===== src/rtl/cortex_io_pkg.sv =====
// Shared definitions for the Cortex-M0 I/O peripherals: status word field
// positions and the debounce state encoding.
package cortex_io_pkg;

  localparam int BTN_LVL_LSB = 0;
  localparam int BTN_PRS_LSB = 8;
  localparam int BTN_REL_LSB = 16;

  typedef enum logic [1:0] {
    S_LO   = 2'd0,
    S_RISE = 2'd1,
    S_HI   = 2'd2,
    S_FALL = 2'd3
  } deb_state_t;

endpackage


===== src/rtl/btn_debounce.sv =====
// One button channel: 2-FF synchronizer followed by a debounce FSM with a
// saturating stability counter; emits the debounced level and 1-cycle edge pulses.
module btn_debounce
  import cortex_io_pkg::*;
#(
  parameter int DEBOUNCE_CYCLES = 50000
) (
  input  logic clk,
  input  logic rst,
  input  logic i_pin,
  output logic o_level,
  output logic o_press,
  output logic o_release
);

  localparam int CW = $clog2(DEBOUNCE_CYCLES + 1);
  localparam logic [CW-1:0] C_MAX = CW'(DEBOUNCE_CYCLES);

  logic          r_meta;
  logic          r_sync;
  deb_state_t    r_state;
  logic [CW-1:0] r_cnt;
  logic          r_level;
  logic          r_press;
  logic          r_release;
  logic [CW-1:0] w_inc;
  logic          w_hit;

  always_ff @(posedge clk or negedge rst) begin
    if (!rst) begin
      r_meta <= 1'b0;
      r_sync <= 1'b0;
    end else begin
      r_meta <= i_pin;
      r_sync <= r_meta;
    end
  end

  // w_inc counts the sample being taken this cycle, so a change is accepted on
  // the DEBOUNCE_CYCLES-th consecutive stable sample (2 + DEBOUNCE_CYCLES edges
  // from the pin).
  assign w_inc = (r_cnt == C_MAX) ? r_cnt : r_cnt + 1'b1;
  assign w_hit = (w_inc == C_MAX);

  always_ff @(posedge clk or negedge rst) begin
    if (!rst) begin
      r_state   <= S_LO;
      r_cnt     <= '0;
      r_level   <= 1'b0;
      r_press   <= 1'b0;
      r_release <= 1'b0;
    end else begin
      r_press   <= 1'b0;
      r_release <= 1'b0;
      case (r_state)
        S_LO, S_RISE: begin
          if (!r_sync) begin
            r_state <= S_LO;
            r_cnt   <= '0;
          end else if (w_hit) begin
            r_state <= S_HI;
            r_cnt   <= '0;
            r_level <= 1'b1;
            r_press <= 1'b1;
          end else begin
            r_state <= S_RISE;
            r_cnt   <= w_inc;
          end
        end
        S_HI, S_FALL: begin
          if (r_sync) begin
            r_state <= S_HI;
            r_cnt   <= '0;
          end else if (w_hit) begin
            r_state   <= S_LO;
            r_cnt     <= '0;
            r_level   <= 1'b0;
            r_release <= 1'b1;
          end else begin
            r_state <= S_FALL;
            r_cnt   <= w_inc;
          end
        end
        default: begin
          r_state <= S_LO;
          r_cnt   <= '0;
        end
      endcase
    end
  end

  assign o_level   = r_level;
  assign o_press   = r_press;
  assign o_release = r_release;

endmodule


===== src/rtl/button_reader.sv =====
// Debounced push-button reader with sticky press/release flags and a read-capture
// status register. Optional level interrupt when BTN_IRQ_EN is defined.
module button_reader
  import cortex_io_pkg::*;
#(
  parameter int N_BTN           = 4,
  parameter int DEBOUNCE_CYCLES = 50000
) (
  input  logic             clk,
  input  logic             rst,
  input  logic             rd_en,
  input  logic [N_BTN-1:0] i_btn,
  output logic [31:0]      o_reg,
  output logic             o_irq
);

  logic [N_BTN-1:0] w_level;
  logic [N_BTN-1:0] w_press;
  logic [N_BTN-1:0] w_release;
  logic [N_BTN-1:0] r_prs;
  logic [N_BTN-1:0] r_rel;
  logic [31:0]      r_reg;
  logic [31:0]      w_word;

  for (genvar g = 0; g < N_BTN; g++) begin : g_deb
    btn_debounce #(
      .DEBOUNCE_CYCLES(DEBOUNCE_CYCLES)
    ) u_deb (
      .clk      (clk),
      .rst      (rst),
      .i_pin    (i_btn[g]),
      .o_level  (w_level[g]),
      .o_press  (w_press[g]),
      .o_release(w_release[g])
    );
  end

  always_comb begin
    w_word = '0;
    w_word[BTN_LVL_LSB +: N_BTN] = w_level;
    w_word[BTN_PRS_LSB +: N_BTN] = r_prs;
    w_word[BTN_REL_LSB +: N_BTN] = r_rel;
  end

  // A read clears the flags, but an event arriving on the same edge re-sets them.
  always_ff @(posedge clk or negedge rst) begin
    if (!rst) begin
      r_reg <= '0;
      r_prs <= '0;
      r_rel <= '0;
    end else begin
      if (rd_en) r_reg <= w_word;
      r_prs <= (rd_en ? '0 : r_prs) | w_press;
      r_rel <= (rd_en ? '0 : r_rel) | w_release;
    end
  end

  assign o_reg = r_reg;

`ifdef BTN_IRQ_EN
  logic r_irq;

  always_ff @(posedge clk or negedge rst) begin
    if (!rst) r_irq <= 1'b0;
    else      r_irq <= |r_prs;
  end

  assign o_irq = r_irq;
`else
  assign o_irq = 1'b0;
`endif

endmodule


===== config.mk =====
export PLATFORM = sky130hd
export DESIGN_NAME = button_reader
export DESIGN_NICKNAME = d
export VERILOG_FILES = /design/src/rtl/cortex_io_pkg.sv /design/src/rtl/btn_debounce.sv /design/src/rtl/button_reader.sv
export SDC_FILE = /design/constraint.sdc
export NUM_CORES = 1
export LEC_CHECK = 0
export ABC_AREA = 1
export BUFFER_PORTS_ARGS = -buffer_cell sky130_fd_sc_hd__buf_2
export CORE_ASPECT_RATIO = 1.25
export CORE_MARGIN = 4
export CORE_UTILIZATION = 55
export CTS_CLUSTER_DIAMETER = 200
export DETAILED_ROUTE_END_ITERATION = 16
export PLACE_DENSITY = 0.73
export SLEW_MARGIN = 20
export SYNTH_ARGS = -nofsm -noshare
export SYNTH_HDL_FRONTEND = slang
export SYNTH_HIERARCHICAL = 1
export SYNTH_SLANG_ARGS = --single-unit

===== constraint.sdc =====
create_clock -name clk -period 2.58 [get_ports clk]
set_input_delay 0.387 -clock clk [delete_from_list [all_inputs] [get_ports clk]]
set_output_delay 0.387 -clock clk [all_outputs]
set_load 0.005 [all_outputs]

=== Word level (Yosys, flattened, before mapping) ===
Cells that the tools add are included.

* Flip-flop bits (word level): 112
* Logic and storage cells: 171
* Input port bits: 7
* Output and inout bits: 33

* Add/sub/neg operators: 4
* Multiplexer cells: 82
* Reduce and logical (&&, ||, !) cells: 16
* Bitwise operators: 2
* Eq/ne operators: 36

{| class="wikitable"
|+ Operators with widths
! operator !! number
|-
| $mux W16 || 16
|-
| $eq A16 B16 Y1 const B || 8
|-
| $pmux W16 S2 || 4
|-
| $add A16 B1 Y16 const B || 4
|-
| $mux W1 || 36
|-
| $mux W2 || 16
|-
| $ne A2 B1 Y1 const B || 12
|-
| $eq A2 B2 Y1 const B || 8
|-
| $pmux W2 S2 || 4
|-
| $reduce_and A4 Y1 || 4
|-
| $reduce_or A2 Y1 || 8
|-
| $eq A2 B1 Y1 const B || 4
|-
| $logic_not A2 Y1 || 4
|-
| $mux W4 || 2
|-
| $ne A2 B2 Y1 const B || 4
|-
| $or A4 B4 Y4 || 2
|-
| $pmux W1 S2 || 4
|}

=== Longest topological paths before layout ===
Gate-level depths: netlist of run 1.

* Depth after elaboration: 6
* Depth in mapped cells: 14
* Depth with buffers taken out: 14

=== Hierarchy ===
Netlist of run 1, hierarchy kept.

{| class="wikitable"
|+ By module, submodules not included
! module !! sequential area each (um^2) !! area each (um^2) !! times used !! cells an instance
|-
| btn_debounce at g_deb[0].u_deb ... || 550.5 || 1,425.1 || 3 || 218
|-
| btn_debounce at g_deb[3].u_deb || 550.5 || 1,401.3 || 1 || 208
|-
| button_reader || 500.5 || 920.9 || 1 || 106
|}

=== Worst setup path after synthesis of run 1 ===
Ideal clock, no wire load.

* Kind: reg2reg
* From: reg g_deb[0].u_deb.r_cnt[0]
* To: reg g_deb[0].u_deb.r_cnt[10]
* Data arrival time: 1.707 ns
* Period minus slack after synthesis: 1.825 ns
* Path slack: 0.755 ns
* Stages on the path, launching flop included: 14
* Required time: 2.462 ns
* Library setup time: 0.118 ns
* Cells stage by stage: dfrtp_1 -> ha_1 -> inv_1 -> nor2_4 -> nand2_1 -> nand2_1 -> nand3_1 -> nor2_1 -> inv_1 -> nor2_1 -> nand2_2 -> nand2_4 -> buf_6 -> nor2_1

* Cells in the longest elaborated chain, start to end: 6
* Elaborated cells on any way between the ends: 8
* Those cells by class: add/sub (1); eq/ne (2); mux (5)

{| class="wikitable"
|+ Ends and longest elaborated chain
! item !! line !! text
|-
| start: declaration || btn_debounce.sv:22 || <nowiki>logic [CW-1:0] r_cnt;</nowiki>
|-
| start signal: assignment || btn_debounce.sv:67 || <nowiki>r_cnt <= w_inc;</nowiki>
|-
| start signal: assignment || btn_debounce.sv:81 || <nowiki>r_cnt <= w_inc;</nowiki>
|-
| $add A16 B1 Y16 / $eq A16 B16 Y1 (equally long branches) || btn_debounce.sv:42 || <nowiki>assign w_inc = (r_cnt == C_MAX) ? r_cnt : r_cnt + 1'b1;</nowiki>
|-
| $mux W16 (*) || btn_debounce.sv:42 ||
|-
| $eq A16 B16 Y1 || btn_debounce.sv:43 || <nowiki>assign w_hit = (w_inc == C_MAX);</nowiki>
|-
| $mux W16 (*) || btn_debounce.sv:60, btn_debounce.sv:74 ||
|-
| $mux W16, on equally long branches || btn_debounce.sv:71, btn_debounce.sv:57 ||
|-
| $pmux W16 S2 (*) || btn_debounce.sv:55 || <nowiki>case (r_state)</nowiki>
|}

Mark *: on every way between the ends. The rest lies on a longest branch, timed or not.
A chain may end at the register's enable or synchronous reset.

=== Worst setup path after layout of run 1 ===
* From: reg g_deb[3].u_deb.r_cnt[0]
* To: reg g_deb[3].u_deb.r_cnt[0]

* Cells in the longest elaborated chain, start to end: 6
* Elaborated cells on any way between the ends: 8
* Those cells by class: add/sub (1); eq/ne (2); mux (5)

{| class="wikitable"
|+ Ends and longest elaborated chain
! item !! line
|-
| start: declaration || btn_debounce.sv:22
|-
| start signal: assignment || btn_debounce.sv:67
|-
| start signal: assignment || btn_debounce.sv:81
|-
| $add A16 B1 Y16 / $eq A16 B16 Y1 (equally long branches) || btn_debounce.sv:42
|-
| $mux W16 (*) || btn_debounce.sv:42
|-
| $eq A16 B16 Y1 || btn_debounce.sv:43
|-
| $mux W16 (*) || btn_debounce.sv:60, btn_debounce.sv:74
|-
| $mux W16, on equally long branches || btn_debounce.sv:71, btn_debounce.sv:57
|-
| $pmux W16 S2 (*) || btn_debounce.sv:55
|}

Marks and branches as above.

==> flow_metrics.env, run 1 <==
export IMPL_syn_inst=968
export IMPL_post_route_min_period_ns=2.14
export IMPL_dpl_hpwl_um=10000
export IMPL_synth_top_area_cell="dfrtp_1"
export IMPL_start_util=0.565
export IMPL_ys_warn_count=6
export IMPL_synth_mux_area_frac=0
export IMPL_holdWs_ns=0.00876
export IMPL_crit_required_ns=2.81
export IMPL_layout_setup_ws_ns=0.441
export IMPL_grt_antenna_before_repair=0
export IMPL_drc=0
export IMPL_dr_pass1_iters=5
export IMPL_netlist_area_sq_um=6600
export IMPL_path_common_cell="nor2_1"
export IMPL_post_cts_buffers=0
export IMPL_portBuffers=18
export IMPL_antenna_cells=0
export IMPL_pin_count=40
export IMPL_vias=5575
export IMPL_synth_most_common_cell="nand2_1"
export IMPL_finalHoldViolations=0
export IMPL_coreArea_sq_um=11700
export IMPL_seq_area_frac_synth=0.410
export IMPL_synth_seq_cells=108
export IMPL_first_iter_violations=180
export IMPL_cp_data_arrival_time_ns=2.37
export IMPL_synth_common_cells="nand2_1, nor2_1, inv_1, dfrtp_1, nand3_1"
export IMPL_gp_congestion=0.919
export IMPL_crit_chain="inv_1 > ha_1 > nand3_1 > nor2_1 > nand2_1 > a21oi_1 > nand3_1 > nor2_1 > nand2_2 > nand2_4 > nor2_1"
export IMPL_grt_use_total=0.204
export IMPL_clock_fmax_mhz=467
export IMPL_viasPerCell=4.84
export IMPL_synthTopCellsByArea="dfrtp_1, nand2_1, nor2_1, inv_1, nand3_1"
export IMPL_rows=44
export IMPL_design_power_total_mw=3.22
export IMPL_max_vdd_ir_drop_v=0.000274
export IMPL_avgRoutedWirePerCell_um=11.4
export IMPL_cts_sinks=108
export IMPL_die_x_um=106
export IMPL_cts_tree="yes"
export IMPL_finalCritPeriodShare=0.829
export IMPL_drv_slew=0
export IMPL_ctsResizeCount=0
export IMPL_synth_top_family_by_area="simple AND/OR/NAND/NOR gates"
export IMPL_clockBufferDepth=2
export IMPL_crit_path_start_kind="flop"
export IMPL_antenna_left=0
export IMPL_largest_reg_flops=64
export IMPL_cellPowerDensity_nw_per_um2=460
export IMPL_cts_buffers=9
export IMPL_clock_skew_ns=0.00950
export IMPL_syn_avg_cell_area_sq_um=6.82
export IMPL_cp_end_kind="flop"
export IMPL_leakage_nw=3.20
export IMPL_outcome="finished clean"
export IMPL_path_class="flop to flop"
export IMPL_grt_pass1_wl_um=23100
export IMPL_synth_xor_area_share=0.0159
export IMPL_critical_path_max_fanout=16
export IMPL_rsz0062_at_grt="false"
export IMPL_area_delta_synth_final_pct=6.13
export IMPL_setup_tns_final_ns=0
export IMPL_insertion_delay_ns=0.35
export IMPL_cp_slowest_cell="dfrtp_1"
export IMPL_rr_worst_depth=11
export IMPL_place_area_sq_um=6730
export IMPL_maxCapViolations=0
export IMPL_synth_compound_area_frac=0.0190
export IMPL_clk_pin_slew_ns=0.07
export IMPL_holdBufCountCts=0
export IMPL_pre_cts_ws_ns=0.453
export IMPL_synth_edf_count=0
export IMPL_grt_max_degree=51
export IMPL_overflow=0
export IMPL_synth_adder_area_share=0.0152
export IMPL_synthFlopType="dfrtp_1"
export IMPL_max_stage_delay_ns=0.43
export IMPL_grt_pass1_vias=5234
export IMPL_design_area_sq_um=7000
export IMPL_die_area_sq_um=13800
export IMPL_ys_async_sr_fraction=1.00
export IMPL_wl_um=13100
export IMPL_ff2ff_setup_slack_ns=0.44
export IMPL_final_nets=1000
export IMPL_synthSimpleGateAreaFrac=0.428
export IMPL_yosysUniqueCellTypes=25
export IMPL_worstHoldPathType="primary input to asynchronous set/reset pin"
export IMPL_yosysTopAreaCellShare=0.410
export IMPL_cts_root_buf="clkbuf_16"
export IMPL_htreeDepth=3
export IMPL_finalSetupViolations=0
export IMPL_drive_gt1_frac=0.0990
export IMPL_die_h_um=130
[final timing paths]
kind	to	from
worst max-delay path	g_deb[3].u_deb/r_cnt[0]	g_deb[3].u_deb/r_cnt[0]
worst min-delay path	g_deb[2].u_deb/r_cnt[10]	rst
worst max register to register	g_deb[3].u_deb/r_cnt[0]	g_deb[3].u_deb/r_cnt[0]
worst min register to register	g_deb[3].u_deb/r_sync	g_deb[3].u_deb/r_meta
max in group asynchronous	g_deb[1].u_deb/r_cnt[6]	rst
min in group clk	g_deb[0].u_deb/r_meta	i_btn[0]
[power by group]
| group | leakage, nW | total, mW | internal, mW | switching, mW |
|---|---|---|---|---|
| combinational | 1.59 | 0.183 | 0.0525 | 0.131 |
| clock | 0.133 | 1.30 | 0.665 | 0.635 |
| sequential | 1.48 | 1.74 | 1.71 | 0.0285 |
[area by class of cell]
class                   count  area (sq um)
flip-flops and latches    108          2700
fillers                  1109          4670
inverters                 123           462
repair buffers             21           128
multi-input cells         722          3230
clock buffers              10           229
well taps                 161           201
clock inverters             6          47.5
[cells by family (layout without fill, tap and decap cells)]
logic type / Yosys count / after routing
compound gates: 25 / 25
xor+xnor: 12 / 12
fa+ha+maj: 8 / 8
buf+inv: 158 / 160
flops: 108 / 108
other cells: 1 / 21
simple gates: 656 / 656
[cell usage in the layout (no fill, tap or decap), types with 8 or more instances in the layout]
cell type  netlist  routed
inv_1          113     113
inv_2           10      10
nand2_1        313     313
buf_2            7      17
ha_1             8       8
nand4_1         23      23
o21ai_0         13      13
nor2_2          31      31
clkbuf_16        0       9
nand3_1         71      71
nand2_2         11      11
nand3b_1         8       8
conb_1           1      21
xor2_1          12      12
dfrtp_1        108     108
nor2_1         184     184
[per-stage QoR]
step / util / cells
2_1_floorplan: - / 988
3_3_place_gp: 0.576 / 1135
4_1_cts: 0.600 / 1151
3_5_place_dp: 0.576 / 1135
5_1_grt: 0.600 / 1151
6_report: 0.600 / 1151
[routing by layer]
metal / track usage / routed length [um]
met5: 0 / 0
met1: 0.248 / 6000
met2: 0.378 / 6620
met3: 0.0265 / 296
met4: 0.0610 / 233
[worst max-delay path, delay by kind of cell (launching register included)]
| kind | cells | cell delay [ns] |
|---|---|---|
| buffers and inverters | 1 | 0.14 |
| AO/OA/AOI/OAI | 1 | 0.19 |
| flip-flops | 1 | 0.43 |
| adder cells (fa/ha/maj) | 1 | 0.20 |
| AND/OR/NAND/NOR | 8 | 1.05 |
(Power assumes the default switching activity.)
==> inputs of run 2 (changes only) <==
- PLACE_DENSITY: 0.73 -> 0.76
- clock period: 2.58 -> 1.8 ns (I/O delays scaled with it)
==> run 2 against run 1 <==
Effect of this change: cell count grew 12%; global-route usage grew 4.9 points; the run now ends with hold timing, setup timing left; via count grew 33%; maximum frequency shrank 1.0%; routed wire length grew 70%.
==> flow_metrics.env, run 2 (same netlist as run 1, synthesis figures left out) <==
export IMPL_worstHoldPathType="primary input to asynchronous set/reset pin"
export IMPL_die_h_um=130
export IMPL_dr_pass1_iters=7
export IMPL_overflow=0
export IMPL_antenna_left=0
export IMPL_drive_gt1_frac=0.412
export IMPL_maxCapViolations=0
export IMPL_path_class="flop to flop"
export IMPL_grt_use_total=0.253
export IMPL_grt_antenna_before_repair=0
export IMPL_failed_checks="hold timing, setup timing"
export IMPL_first_iter_violations=598
export IMPL_rr_worst_depth=11
export IMPL_layout_setup_ws_ns=-0.361
export IMPL_insertion_delay_ns=0.35
export IMPL_stdcell_count=1294
export IMPL_cp_end_kind="flop"
export IMPL_finalHoldViolations=22
export IMPL_cellPowerDensity_nw_per_um2=537
export IMPL_drv_slew=0
export IMPL_cts_tree="yes"
export IMPL_grt_pass1_vias=6297
export IMPL_holdBufCountCts=0
export IMPL_area_delta_synth_final_pct=42.8
export IMPL_rows=44
export IMPL_drc=0
export IMPL_finalSetupViolations=79
export IMPL_holdWs_ns=-0.0416
export IMPL_portBuffers=18
export IMPL_critical_path_max_fanout=8
export IMPL_max_vdd_ir_drop_v=0.000512
export IMPL_antenna_cells=0
export IMPL_coreArea_sq_um=11700
export IMPL_cts_root_buf="clkbuf_16"
export IMPL_dpl_hpwl_um=10400
export IMPL_worstMarginPinSlew_ns=0.939
export IMPL_cts_sinks=108
export IMPL_final_nets=1143
export IMPL_gp_congestion=0.844
export IMPL_crit_path_start_kind="flop"
export IMPL_clock_fmax_mhz=463
export IMPL_crit_required_ns=2.04
export IMPL_mostFrequentLayoutCell="nand2_1"
export IMPL_leakage_nw=4.07
export IMPL_pre_cts_ws_ns=-0.220
export IMPL_avgRoutedWirePerCell_um=17.3
export IMPL_cts_buffers=9
export IMPL_die_x_um=106
export IMPL_viasPerCell=5.74
export IMPL_htreeDepth=3
export IMPL_rr_startpoint="g_deb[0].u_deb/r_cnt[5]"
export IMPL_setup_tns_final_ns=-17.38
export IMPL_pin_count=40
export IMPL_clk_pin_slew_ns=0.07
export IMPL_grt_pass1_wl_um=28200
export IMPL_largest_reg_flops=64
export IMPL_rsz0062_at_grt="true"
export IMPL_post_route_min_period_ns=2.16
export IMPL_dpl_cell_count=1228
export IMPL_clock_skew_ns=0.0101
export IMPL_vias=7423
export IMPL_relSlewSlack=0.372
export IMPL_grt_max_degree=109
export IMPL_r2r_end="g_deb[0].u_deb/r_cnt[1]"
export IMPL_final_cell_mix="nand2_1, buf_4, inv_1, nor2_1, dfrtp_1"
export IMPL_ff2ff_setup_slack_ns=-0.36
export IMPL_start_util=0.565
export IMPL_fillers=644
export IMPL_wl_um=22400
export IMPL_die_area_sq_um=13800
export IMPL_clockBufferDepth=2
export IMPL_finalCritPeriodShare=1.20
export IMPL_cp_data_arrival_time_ns=2.40
export IMPL_outcome="complete, but fails checks"
run 2: changes by cell type in the layout (fill, tap and decap cells not counted), moves of 19 or more:
cell     delta
buf_6      +23
nand3_1    -29
nor2_1     -88
nand2_2    +52
buf_4     +116
dfrtp_1    -21
nand3_2    +19
dfrtp_2    +21
nor2_2     +23
nand2_1    -58
nor2_4     +65
run 2: where the power goes:
group	leakage (nW)	total (mW)	internal, mW	switching, mW
registers	1.45	2.51	2.46	0.0521
clock network	0.142	2.02	1.08	0.940
logic	2.48	0.531	0.199	0.332
total	4.07	5.06	3.74	1.32
run 2: stage by stage:
step                instance area, sq um  power [mW]   util
floorplan                           6700        2.75      -
global placement                    7450        2.86  0.638
detailed placement                  7450        2.87  0.638
CTS                                 8500        4.93  0.728
global route                        9420        5.24  0.807
finish                              9420        5.06  0.807
run 2: worst max-delay path by stage:
stage	depth (start not counted)	to	slack, ns	start
6_report	11	g_deb[0].u_deb/r_cnt[1]	-0.36	g_deb[0].u_deb/r_cnt[5]
5_1_grt	13	g_deb[3].u_deb/r_cnt[6]	-0.49	g_deb[3].u_deb/r_cnt[11]
4_1_cts	12	g_deb[1].u_deb/r_cnt[9]	-0.12	g_deb[1].u_deb/r_cnt[0]
3_5_place_dp	11	g_deb[3].u_deb/r_cnt[2]	-0.22	g_deb[3].u_deb/r_cnt[0]
3_3_place_gp	11	g_deb[3].u_deb/r_cnt[0]	-0.21	g_deb[3].u_deb/r_cnt[0]
2_1_floorplan	13	g_deb[3].u_deb/r_cnt[14]	0.003	g_deb[3].u_deb/r_cnt[0]
run 2: final cells by class:
class / instances / area (sq um) / share of cell area
Clock inverter: 6 / 65.1 / 0.00691
Tap cell: 161 / 201 / 0.0214
Timing Repair Buffer: 160 / 1260 / 0.133
Multi-Input combinational cell: 726 / 4460 / 0.473
Clock buffer: 10 / 229 / 0.0243
Inverter: 123 / 479 / 0.0509
Sequential cell: 108 / 2730 / 0.290
run 2: routing by layer:
metal | global-route usage | vias to the layer above | wire, um
met5 | 0 | - | 0
met4 | 0.120 | 0 | 1530
met3 | 0.0393 | 182 | 1790
met2 | 0.464 | 510 | 11300
met1 | 0.290 | 3468 | 7800
li1 | - | 3263 | -
run 2: timing repair:
item                       in CTS  in global routing
cloned                          4                  0
pin swaps                      57                 66
gates resized for setup       135                216
setup endpoints to repair      80                 80
buffers inserted               23                 26
run 2: worst max-delay path: stages, from the launching register on:
cell and delay (ns):
dfrtp_2 0.47, buf_4 0.17, nor2_1 0.12, nand2_1 0.08, nor2_1 0.14, nand2_1 0.15, a21oi_2 0.22, nand3_2 0.15
nor2_4 0.19, nand2_4 0.14, nand2_8 0.16, nor2_1 0.07
